## src/rtl/water_level_encoder.sv

```systemverilog
// Water-tank level encoder: synchronises and debounces three conductive probes,
// checks the wet pattern for physical consistency and drives a registered 2-bit level code.
module water_level_encoder #(
   parameter int DEBOUNCE_CYCLES = 1000,
   parameter int FAULT_CYCLES    = 16
) (
   input  logic clk,
   input  logic reset,
   input  logic SensorLow,
   input  logic SensorMid,
   input  logic SensorHigh,
   output logic Bit0,
   output logic Bit1,
   output logic Valid,
   output logic Changed,
   output logic Fault
);

   // state   | meaning
   // S_INIT  | startup settle, debouncers filling, code forced to 00
   // S_RUN   | consistent readings drive the code, inconsistent ones counted
   // S_FAULT | inconsistent pattern persisted, waiting for sustained recovery

   localparam int CNT_W = $clog2(DEBOUNCE_CYCLES + 1);
   localparam int SU_W  = $clog2(DEBOUNCE_CYCLES + 3);
   localparam int FC_W  = $clog2(FAULT_CYCLES + 1);

   localparam logic [CNT_W-1:0] CNT_LAST = CNT_W'(DEBOUNCE_CYCLES - 1);
   localparam logic [SU_W-1:0]  SU_DONE  = SU_W'(DEBOUNCE_CYCLES + 2);
   localparam logic [FC_W-1:0]  FC_LAST  = FC_W'(FAULT_CYCLES - 1);

   typedef enum logic [1:0] {
      S_INIT,
      S_RUN,
      S_FAULT
   } state_t;

   logic [2:0]       w_raw;
   logic [2:0]       r_sync1;
   logic [2:0]       r_sync2;
   logic [2:0]       r_st;
   logic [CNT_W-1:0] r_cnt [3];

   logic             w_consistent;
   logic [1:0]       w_level;

   state_t           r_state;
   logic [SU_W-1:0]  r_su;
   logic [FC_W-1:0]  r_fc;
   logic [1:0]       r_code;
   logic             r_valid;
   logic             r_changed;
   logic             r_fault;

   assign w_raw = {SensorHigh, SensorMid, SensorLow};

   always_ff @(posedge clk or posedge reset) begin
      if (reset) begin
         r_sync1 <= '0;
         r_sync2 <= '0;
      end else begin
         r_sync1 <= w_raw;
         r_sync2 <= r_sync1;
      end
   end

   always_ff @(posedge clk or posedge reset) begin
      if (reset) begin
         r_st <= '0;
         for (int i = 0; i < 3; i++) begin
            r_cnt[i] <= '0;
         end
      end else begin
         for (int i = 0; i < 3; i++) begin
            if (r_sync2[i] == r_st[i]) begin
               r_cnt[i] <= '0;
            end else if (r_cnt[i] == CNT_LAST) begin
               r_st[i]  <= r_sync2[i];
               r_cnt[i] <= '0;
            end else begin
               r_cnt[i] <= r_cnt[i] + CNT_W'(1);
            end
         end
      end
   end

   // Probes wet from the bottom up; any gap below a wet probe is impossible.
   always_comb begin
      w_consistent = 1'b1;
      w_level      = 2'b00;
      case (r_st)
         3'b000:  w_level = 2'b00;
         3'b001:  w_level = 2'b01;
         3'b011:  w_level = 2'b10;
         3'b111:  w_level = 2'b11;
         default: w_consistent = 1'b0;
      endcase
   end

   always_ff @(posedge clk or posedge reset) begin
      if (reset) begin
         r_state   <= S_INIT;
         r_su      <= '0;
         r_fc      <= '0;
         r_code    <= 2'b00;
         r_valid   <= 1'b0;
         r_changed <= 1'b0;
         r_fault   <= 1'b0;
      end else begin
         r_changed <= 1'b0;
         case (r_state)
            S_INIT: begin
               r_valid <= 1'b0;
               r_code  <= 2'b00;
               r_su    <= r_su + SU_W'(1);
               if (r_su + SU_W'(1) == SU_DONE) begin
                  r_state <= S_RUN;
               end
            end
            S_RUN: begin
               if (w_consistent) begin
                  r_code    <= w_level;
                  r_changed <= (w_level != r_code);
                  r_valid   <= 1'b1;
                  r_fc      <= '0;
               end else begin
                  r_valid <= 1'b0;
                  if (r_fc == FC_LAST) begin
                     r_state <= S_FAULT;
                     r_fault <= 1'b1;
                     r_fc    <= '0;
                  end else begin
                     r_fc <= r_fc + FC_W'(1);
                  end
               end
            end
            S_FAULT: begin
               r_valid <= 1'b0;
               // Recovery needs an unbroken run of consistent readings.
               if (!w_consistent) begin
                  r_fc <= '0;
               end else if (r_fc == FC_LAST) begin
                  r_state   <= S_RUN;
                  r_fault   <= 1'b0;
                  r_fc      <= '0;
                  r_code    <= w_level;
                  r_changed <= (w_level != r_code);
                  r_valid   <= 1'b1;
               end else begin
                  r_fc <= r_fc + FC_W'(1);
               end
            end
            default: begin
               r_state <= S_INIT;
            end
         endcase
      end
   end

   assign Bit0    = r_code[0];
   assign Bit1    = r_code[1];
   assign Valid   = r_valid;
   assign Changed = r_changed;
   assign Fault   = r_fault;

endmodule

```

## config.mk

```make
export PLATFORM = sky130hd
export DESIGN_NAME = water_level_encoder
export DESIGN_NICKNAME = d
export VERILOG_FILES = /design/src/rtl/water_level_encoder.sv
export SDC_FILE = /design/constraint.sdc
export NUM_CORES = 1
export LEC_CHECK = 0
export ABC_AREA = 1
export CORE_UTILIZATION = 48
export DETAILED_ROUTE_END_ITERATION = 8
export MAX_ROUTING_LAYER = met4
export PLACE_DENSITY_LB_ADDON = 0.08
export SETUP_SLACK_MARGIN = 0.4
export SKIP_CTS_REPAIR_TIMING = 1
export SYNTH_ARGS = -nofsm -noshare
export SYNTH_HDL_FRONTEND = slang
export SYNTH_SLANG_ARGS = --single-unit
```

## constraint.sdc

```tcl
create_clock -name clk -period 1.97 [get_ports clk]
set_input_delay 0.2955 -clock clk [delete_from_list [all_inputs] [get_ports clk]]
set_output_delay 0.2955 -clock clk [all_outputs]
set_load 0.05 [all_outputs]
```

==> results.ini, run 1 <==
[clocking]
cts-root-buf=clkbuf_8
clockBufferDepth=2
clock_sink_count=61
clk_latency_ns=0.34
cts_tree=yes
cts_buffers=9
clk_pin_slew_ns=0.07
cts.htree.levels=3

[global_route]
grt-ovfl-total=0
grt_first_pass_wirelength_um=8910
first_global_vias=2063
gr-usage-all-layers=0.187
antenna_found_initial=0
grt_max_degree=33

[worst_setup_path]
end_kind=flop
cp_max_fo=4
crit_top_cell=nand2_2
crit_slowest_cell=dfrtp_1
timing.rr.end=r_code[1]
max_stage_delay_ns=0.38
cp.arrival_ns=1.83
crit_chain=ha_2 > nand4_1 > nand2_2 > nand2_2 > a211oi_4 > nand3_1 > o21ai_1
critPathLaunchType=flop
reg2regPathDepth=7
worstSetupPathType=reg -> reg
r2r_start=r_fc[0]
required_ns=2.23
reg2reg_slack_ns=0.41

[floorplan]
ios=10
core_mm2=0.00596
dieArea_mm2=0.00654
initial_core_util=0.501
die_w_um=80.9
rows=28
die_y_um=80.9

[sta]
rsz0062_at_grt=yes
drv_slew=0
finalHoldViolCount=0
max_slew.worst_pin.slew_ns=0.512
max_freq_mhz=640
setup_violations=0
clock_skew_ns=0.0105
fin_setup_tns_ns=0
min_period_ns=1.56
finalCritPeriodShare=0.793
setup_ws_ns=0.407
slew_headroom=0.658
whs_ns=0.306

[detailed_routing]
drc_errors=0
wirelength_um=5380
vias=2248
first_pass_iters=4
viasPerCell=4.90
first_iter_violations=92
routedWlPerCell_um=11.7
ant_nets=0

[layout]
antenna-diode-count=0
utilization=0.600
filler_cell_count=524
drive_gt1_frac=0.154
instances_no_fill=459
area_delta_synth_final_pct=19.6
nNetsFinal=394

[yosys]
synth_seq_cells=61
synthFlopType=dfrtp_1
async_flop_share=1.00
synth_fp_nets=368
yosysWarnings=0
synth.avg_cell_area_um2=8.46
synth.distinct_cells=31
synth_edf_count=0
synthCells=353
yosysSeqAreaShare=0.511
syn_area_mm2=0.00299

[power]
power_density_mw_per_mm2=730
p_leak_uw=0.00173
peakVddDrop_mv=0.732

[placed_design]
gp_congestion=0.803
numPortBuffers=9
hpwl_um=3660
dpl.cell_count=437
place_ws_ns=0.376

[run_status]
status=finished, final reports clean

[hold_path]
hold_class=in -> async

[job]
drv_cap=0

==> layer usage <==
layer	routed length, um	vias up	global-route usage
li1	-	1179	-
met1	2790	1030	0.249
met2	2350	27	0.265
met3	115	12	0.0404
met4	123	0	0.104
met5	0	-	-
==> state kept, by name, indices dropped and copies added (netlist names), 2 cells and up <==
name and count:
r_cnt 30, r_su 10, r_fc 5, r_st 3
r_sync1 3, r_sync2 3, r_code 2, r_state 2
==> how the worst max path moves through the flow <==
stage	startpoint	slack, ns	endpoint	depth (start not counted)
after CTS	r_code[0]	0.12	Bit0	1
after floorplan	r_state[0]	0.46	Valid	5
after global placement	r_su[0]	0.38	r_state[0]	10
after global routing	r_fc[0]	0.26	r_code[1]	7
after detailed placement	r_su[0]	0.38	r_state[0]	12
final	r_fc[0]	0.41	r_code[1]	7
==> worst max-delay path, delay by kind of cell, from the launching register on <==
| kind | cells | cell delay, ns |
|---|---|---|
| AOI/OAI and AO/OA | 2 | 0.35 |
| adders and majority gates | 1 | 0.20 |
| DFF | 1 | 0.38 |
| and+or+nand+nor | 4 | 0.56 |
==> Yosys cell counts (all sizes together), types with 10 or more instances <==
cell type | instances | area [um^2]
a21oi | 11 | 55.1
dfrtp | 61 | 1530
ha | 10 | 125
inv | 53 | 199
nand2 | 74 | 288
nand3 | 21 | 115
nor2 | 51 | 211
nor3 | 17 | 90.1
o21ai | 22 | 114
xor2 | 13 | 114
==> layout by cell type (no fill, tap or decap), types with 4 or more instances in the layout <==
cell type,instances
clkdlybuf4s50_1,4
a21oi_1,11
ha_1,6
dfrtp_2,5
nand3_1,18
dlymetal6s2s_1,5
nor3_1,16
o21ai_0,17
nor2_1,45
clkbuf_8,10
buf_4,8
xor2_1,13
nand2_2,8
nand2_1,66
dfrtp_1,56
inv_1,51
==> kinds of logic after synthesis <==
| kind of cell | synth area share |
|---|---|
| buffers and inverters | 0.0729 |
| AND/OR/NAND/NOR | 0.253 |
| XOR/XNOR | 0.0411 |
| adder cells (fa/ha/maj) | 0.0419 |
| flip-flops | 0.511 |
| multiplexers | 0.00377 |
| AO/OA/AOI/OAI | 0.0762 |
==> where the power goes <==
| group | leakage, uW | internal, uW | switching, uW |
|---|---|---|---|
| clock network | 0.000112 | 744 | 504 |
| registers | 0.000809 | 1270 | 12.7 |
| logic | 0.000808 | 26.5 | 48.6 |
| total | 0.00173 | 2040 | 565 |
==> layout make-up <==
class | instances | area (um^2) | share of cell area
inverter | 53 | 203 | 0.0567
clock inverter | 6 | 86.3 | 0.0242
clock buffer | 10 | 138 | 0.0385
sequential | 61 | 1530 | 0.429
timing repair buffer | 18 | 183 | 0.0511
multi-input combinational | 236 | 1340 | 0.374
tap | 75 | 93.8 | 0.0263
==> per-stage QoR <==
step                      cell area (um^2)  total power (uW)
final                                 3570              2610
after detailed placement              3190              1390
after CTS                             3410              2650
after global routing                  3570              2710
after floorplan                       2990              1360
after global placement                3190              1390
No activity file was read; power rests on OpenSTA's default activity.
==> inputs of run 2 (changes only) <==
clock period = 1.5 ns   (was 1.97 ns; I/O delays follow)
==> run 2 against run 1 <==
Compared with the run above: the run now ends with negative setup slack left; critical endpoint unchanged; sequential share of layout area decreased by 7.5 points; highest routed layer unchanged; fmax fell by 3.8%; largest cell class is now multi-input gates; hold slack worse by 0.0013 ns.
==> results.ini, run 2 (synthesized netlist as in run 1, its figures left out) <==
[run_status]
status=finished with violations
violations=negative setup slack

[floorplan]
dieArea_mm2=0.00654  ; unchanged
ios=10  ; unchanged
die_w_um=80.9  ; unchanged
rows=28  ; unchanged
initial_core_util=0.501  ; unchanged
die_y_um=80.9  ; unchanged
core_mm2=0.00596  ; unchanged

[power]
p_leak_uw=0.00193  ; +12%
peakVddDrop_mv=0.692  ; -5.4%
seqPwrFrac=0.549  ; +0.056
net-switching-power_uw=749  ; +33%
internal-power_uw=2370  ; +16%
p_sw_frac=0.240  ; +0.0239
combPwrFrac=0.049  ; +0.020
clockPowerShare=0.402  ; -0.076
power_density_mw_per_mm2=717  ; -1.7%

[detailed_routing]
viasPerCell=5.12  ; +4.5%
first_pass_iters=4  ; unchanged
first_iter_violations=109  ; +18%
wirelength_um=6660  ; +24%
ant_nets=0  ; unchanged
drc_errors=0  ; unchanged
vias=2467  ; +9.7%
routedWlPerCell_um=13.8  ; +18%

[sta]
fin_setup_tns_ns=-0.305  ; -0.305 ns
finalCritPeriodShare=1.08  ; +0.290
slew_headroom=0.751  ; +0.0936
max_slew.worst_pin.slew_ns=0.370  ; -0.143 ns
min_period_ns=1.63  ; +0.0626 ns
setup_ws_ns=-0.125  ; -0.533 ns
setup_violations=4  ; +4
max_freq_mhz=615  ; -3.8%
finalHoldViolCount=0  ; unchanged
rsz0062_at_grt=yes
clock_skew_ns=0.00794  ; -0.00259 ns
drv_slew=0  ; unchanged

[clocking]
clock_sink_count=61  ; unchanged
cts-root-buf=clkbuf_8
cts_tree=yes
clk_latency_ns=0.35  ; about the same
clk_pin_slew_ns=0.07  ; about the same
clockBufferDepth=2  ; unchanged
cts.htree.levels=3  ; unchanged
cts_buffers=9  ; unchanged

[layout]
area_delta_synth_final_pct=45.5
regArea_mm2=0.00154  ; +0.41%
multi_input_area_mm2=0.00193  ; +44%
largest_register_ffs=30  ; unchanged
layout_commonest_cell=dfrtp_1
top_register=r_cnt
instances_no_fill=482  ; +5.0%
filler_cell_count=411  ; -22%
largest_registers=r_cnt (30), r_su (10), r_fc (5)
nNetsFinal=418  ; +6.1%
mostFrequentLayoutCells=dfrtp_1, nand2_1, inv_1
antenna-diode-count=0  ; unchanged
drive_gt1_frac=0.442  ; +0.289

[hold_path]
hold_class=in -> async

[placed_design]
hpwl_um=3700  ; +1.2%
numPortBuffers=9  ; unchanged
gp_congestion=0.793  ; -1.2%
dpl.cell_count=438  ; +0.23%

[worst_setup_path]
required_ns=1.76  ; -0.47 ns
end_kind=flop
cp_max_fo=4  ; unchanged
critPathLaunchType=flop
cp.arrival_ns=1.88  ; +0.05 ns
worstSetupPathType=reg -> reg

[global_route]
antenna_found_initial=0  ; unchanged
grt_max_degree=62  ; +88%
first_global_vias=2128  ; +3.2%
gr-usage-all-layers=0.191  ; +0.00385
grt-ovfl-total=0  ; unchanged
grt_first_pass_wirelength_um=9000  ; +1.0%

[job]
drv_cap=0  ; unchanged

run 2: cell types whose count changed in the layout (fill, tap and decap cells not counted), sizes merged:
cell          before  now
buf                9   37
dlymetal6s2s       5    0
clkbuf            10   13
bufinv             2    0
clkinv             3    2
clkinvlp           2    1
inv               52   53
run 2: worst paths after layout:
kind / cells past startpoint / startpoint / slack, ns / endpoint
worst min register to register: 0 / r_sync1[0] / 0.35 / r_sync2[0]
max in group asynchronous: 3 / reset / 0.90 / r_cnt[0]
worst min-delay path: 3 / reset / 0.31 / r_cnt[16]
worst max-delay path: 7 / r_fc[1] / -0.13 / r_code[1]
min in group clk: 1 / SensorMid / 0.31 / r_sync1[1]
worst max register to register: 7 / r_fc[1] / -0.13 / r_code[1]
run 2: through the flow:
step / hold WS, ns / utilization / total power [uW] / area, um^2 / setup WS (ns)
CTS: 0.302 / 0.581 / 3070 / 3460 / -0.119
global placement: 0.334 / 0.554 / 1820 / 3300 / -0.0302
global route: 0.297 / 0.729 / 3240 / 4340 / -0.276
finish: 0.305 / 0.729 / 3120 / 4340 / -0.125
detailed placement: 0.338 / 0.554 / 1820 / 3300 / -0.0815
floorplan: 0.256 / - / 1790 / 3110 / 0.0431
run 2: critical path, cell delays in order, from the launching register on:
cell and delay, ns:
dfrtp_1 0.36, ha_2 0.21, nand4_1 0.21, nand2_2 0.17, nand2_2 0.08, a211oi_4 0.28, nand3_1 0.12, o21ai_0 0.10
run 2: final cells by class:
| cell class | instances | share of cell area |
|---|---|---|
| multi-input cells | 236 | 0.444 |
| flip-flops and latches | 61 | 0.354 |
| repair buffers | 41 | 0.0910 |
| inverters | 53 | 0.0501 |
| clock buffers | 13 | 0.0343 |
| well taps | 75 | 0.0216 |
| repair inverters | 1 | 0.00259 |
| clock inverters | 2 | 0.00230 |
run 2: power groups by stage:
stage	Sequential, uW	Combinational (uW)	Clock, uW
2_1_floorplan	1720	69.0	0
3_3_place_gp	1720	104	0
3_5_place_dp	1720	105	0
4_1_cts	1690	105	1280
5_1_grt	1710	174	1360
6_report	1710	154	1250
run 2: per-layer routing:
metal / vias up / routed length (um) / track usage
li1: 1229 / - / -
met1: 1199 / 2860 / 0.219
met2: 32 / 3510 / 0.309
met3: 7 / 202 / 0.0382
met4: 0 / 83 / 0.113
met5: - / 0 / -
==> inputs of run 3 (changes only) <==
ABC_CLOCK_PERIOD_IN_PS = 1500   (was not set)
CTS_BUF_LIST = sky130_fd_sc_hd__clkbuf_2 sky130_fd_sc_hd__clkbuf_4 sky130_fd_sc_hd__clkbuf_8   (was not set)
SLEW_MARGIN = 20   (was not set)
==> run 3 against run 2 <==
Compared with the run above: the flow still finishes with violations (negative setup slack); sequential share of layout area increased by 0.053 points; cell count is 0.62% lower; combinational power about the same; final area is 0.23% lower; routed wire length is essentially flat; critical path depth did not move; count of clock-buffer cells in the layout unchanged; clock power grew 3%; utilization down 0.17 points; total power grew 1.4%; critical path type unchanged; highest routed layer unchanged.
==> results.ini, run 3 (synthesized netlist as in run 1, its figures left out) <==
[layout]
mostFrequentLayoutCells=dfrtp_1, nand2_1, inv_1
top_register=r_cnt
regArea_mm2=0.00154  ; about the same
multi_input_area_mm2=0.00193  ; +0.19%
largest_registers=r_cnt (30), r_su (10), r_fc (5)
layout_commonest_cell=dfrtp_1
nNetsFinal=415  ; -0.72%
drive_gt1_frac=0.443  ; +0.000809
largest_register_ffs=30  ; unchanged
area_delta_synth_final_pct=45.1
filler_cell_count=404  ; -1.7%
antenna-diode-count=0  ; unchanged

[detailed_routing]
first_iter_violations=121  ; +11%
vias=2461  ; -0.24%
wirelength_um=6650  ; about the same
ant_nets=0  ; unchanged
viasPerCell=5.14  ; +0.38%
drc_errors=0  ; unchanged
first_pass_iters=4  ; unchanged
routedWlPerCell_um=13.9  ; +0.57%

[worst_setup_path]
end_kind=flop
crit_top_cell=nand2_2
cp.arrival_ns=1.91  ; +0.03 ns
cp_max_fo=4  ; unchanged
required_ns=1.76  ; about the same
worstSetupPathType=reg -> reg
crit_chain=ha_2 > nand4_1 > nand2_2 > nand2_2 > a211oi_4 > nand3_1 > o21ai_1
r2r_start=r_fc[1]
reg2reg_slack_ns=-0.16  ; -0.03 ns
reg2regPathDepth=7  ; unchanged
crit_slowest_cell=dfrtp_1
max_stage_delay_ns=0.36  ; about the same
critPathLaunchType=flop
timing.rr.end=r_code[1]

[sta]
slew_headroom=0.751  ; about the same
fin_setup_tns_ns=-0.364  ; -0.0596 ns
setup_violations=4  ; unchanged
max_slew.worst_pin.slew_ns=0.370  ; +0.000468 ns
finalCritPeriodShare=1.10  ; +0.0202
min_period_ns=1.66  ; +0.0303 ns
setup_ws_ns=-0.156  ; -0.0303 ns
clock_skew_ns=0.00925  ; +0.00131 ns
max_freq_mhz=604  ; -1.8%
rsz0062_at_grt=yes
finalHoldViolCount=0  ; unchanged
drv_slew=0  ; unchanged

[floorplan]
rows=28  ; unchanged
dieArea_mm2=0.00654  ; unchanged
die_y_um=80.9  ; unchanged
initial_core_util=0.501  ; unchanged
ios=10  ; unchanged
die_w_um=80.9  ; unchanged
core_mm2=0.00596  ; unchanged

[clocking]
cts_tree=yes
cts-root-buf=clkbuf_8
clockBufferDepth=2  ; unchanged
clk_latency_ns=0.34  ; about the same
clock_sink_count=61  ; unchanged
cts_buffers=9  ; unchanged
clk_pin_slew_ns=0.07  ; about the same
cts.htree.levels=3  ; unchanged

[run_status]
status=finished with violations
violations=negative setup slack

[global_route]
grt_first_pass_wirelength_um=9050  ; +0.53%
gr-usage-all-layers=0.192  ; +0.00149
grt-ovfl-total=0  ; unchanged
grt_max_degree=62  ; unchanged
antenna_found_initial=0  ; unchanged
first_global_vias=2137  ; +0.42%

[hold_path]
hold_class=in -> async

[power]
total_power_uw=3160  ; +1.4%
power_density_mw_per_mm2=729  ; +1.6%
peakVddDrop_mv=0.626  ; -9.6%
p_leak_uw=0.00195  ; +0.76%

[placed_design]
gp_congestion=0.793  ; unchanged
hpwl_um=3700  ; unchanged
numPortBuffers=9  ; unchanged

[job]
drv_cap=0  ; unchanged

[run 3: cell types whose count changed in the layout (fill, tap and decap cells not counted), sizes merged]
| cell | delta |
|---|---|
| buf | -3 |
[run 3: per-stage QoR]
stage | instance area [um^2] | utilization | instances | hold WS, ns | setup slack, ns
final | 4330 | 0.728 | 479 | 0.307 | -0.156
after global routing | 4330 | 0.728 | 479 | 0.304 | -0.281
after global placement | 3300 | 0.554 | 438 | 0.334 | -0.0302
after detailed placement | 3300 | 0.554 | 438 | 0.338 | -0.0815
after floorplan | 3110 | - | 353 | 0.256 | 0.0431
after CTS | 3470 | 0.583 | 453 | 0.303 | -0.119
[run 3: metal layers]
metal	vias up	GRT usage	wire, um
met5	-	-	0
met2	28	0.315	3520
met4	0	0.113	136
li1	1223	-	-
met1	1198	0.218	2850
met3	12	0.0382	150
[run 3: area by class of cell]
class,instances,share of cell area
Timing Repair inverter,1,0.00260
Sequential cell,61,0.355
Clock buffer,13,0.0370
Timing Repair Buffer,38,0.0852
Tap cell,75,0.0217
Clock inverter,2,0.00231
Inverter,53,0.0508
Multi-Input combinational cell,236,0.446
[run 3: critical path: cells and delay by family (launching register included)]
| family | cells | cell delay (ns) |
|---|---|---|
| AO/OA/AOI/OAI | 2 | 0.40 |
| adder cells (fa/ha/maj) | 1 | 0.21 |
| flip-flops | 1 | 0.36 |
| AND/OR/NAND/NOR | 4 | 0.60 |
[run 3: worst max path at each step]
| stage | cells after the start | endpoint | start | slack, ns |
|---|---|---|---|---|
| floorplan | 12 | r_state[0] | r_su[0] | 0.04 |
| global placement | 7 | r_code[1] | r_fc[0] | -0.03 |
| detailed placement | 7 | r_code[1] | r_fc[0] | -0.08 |
| CTS | 7 | r_code[1] | r_fc[0] | -0.12 |
| global route | 7 | r_code[1] | r_fc[1] | -0.28 |
| finish | 7 | r_code[1] | r_fc[1] | -0.16 |
[run 3: power by group]
group / total, uW / internal [uW] / leakage, uW / switching (uW)
sequential: 1710 / 1670 / 0.000802 / 36.9
clock: 1290 / 686 / 0.0000935 / 607
combinational: 156 / 62.0 / 0.00105 / 93.5
total: 3160 / 2420 / 0.00195 / 737
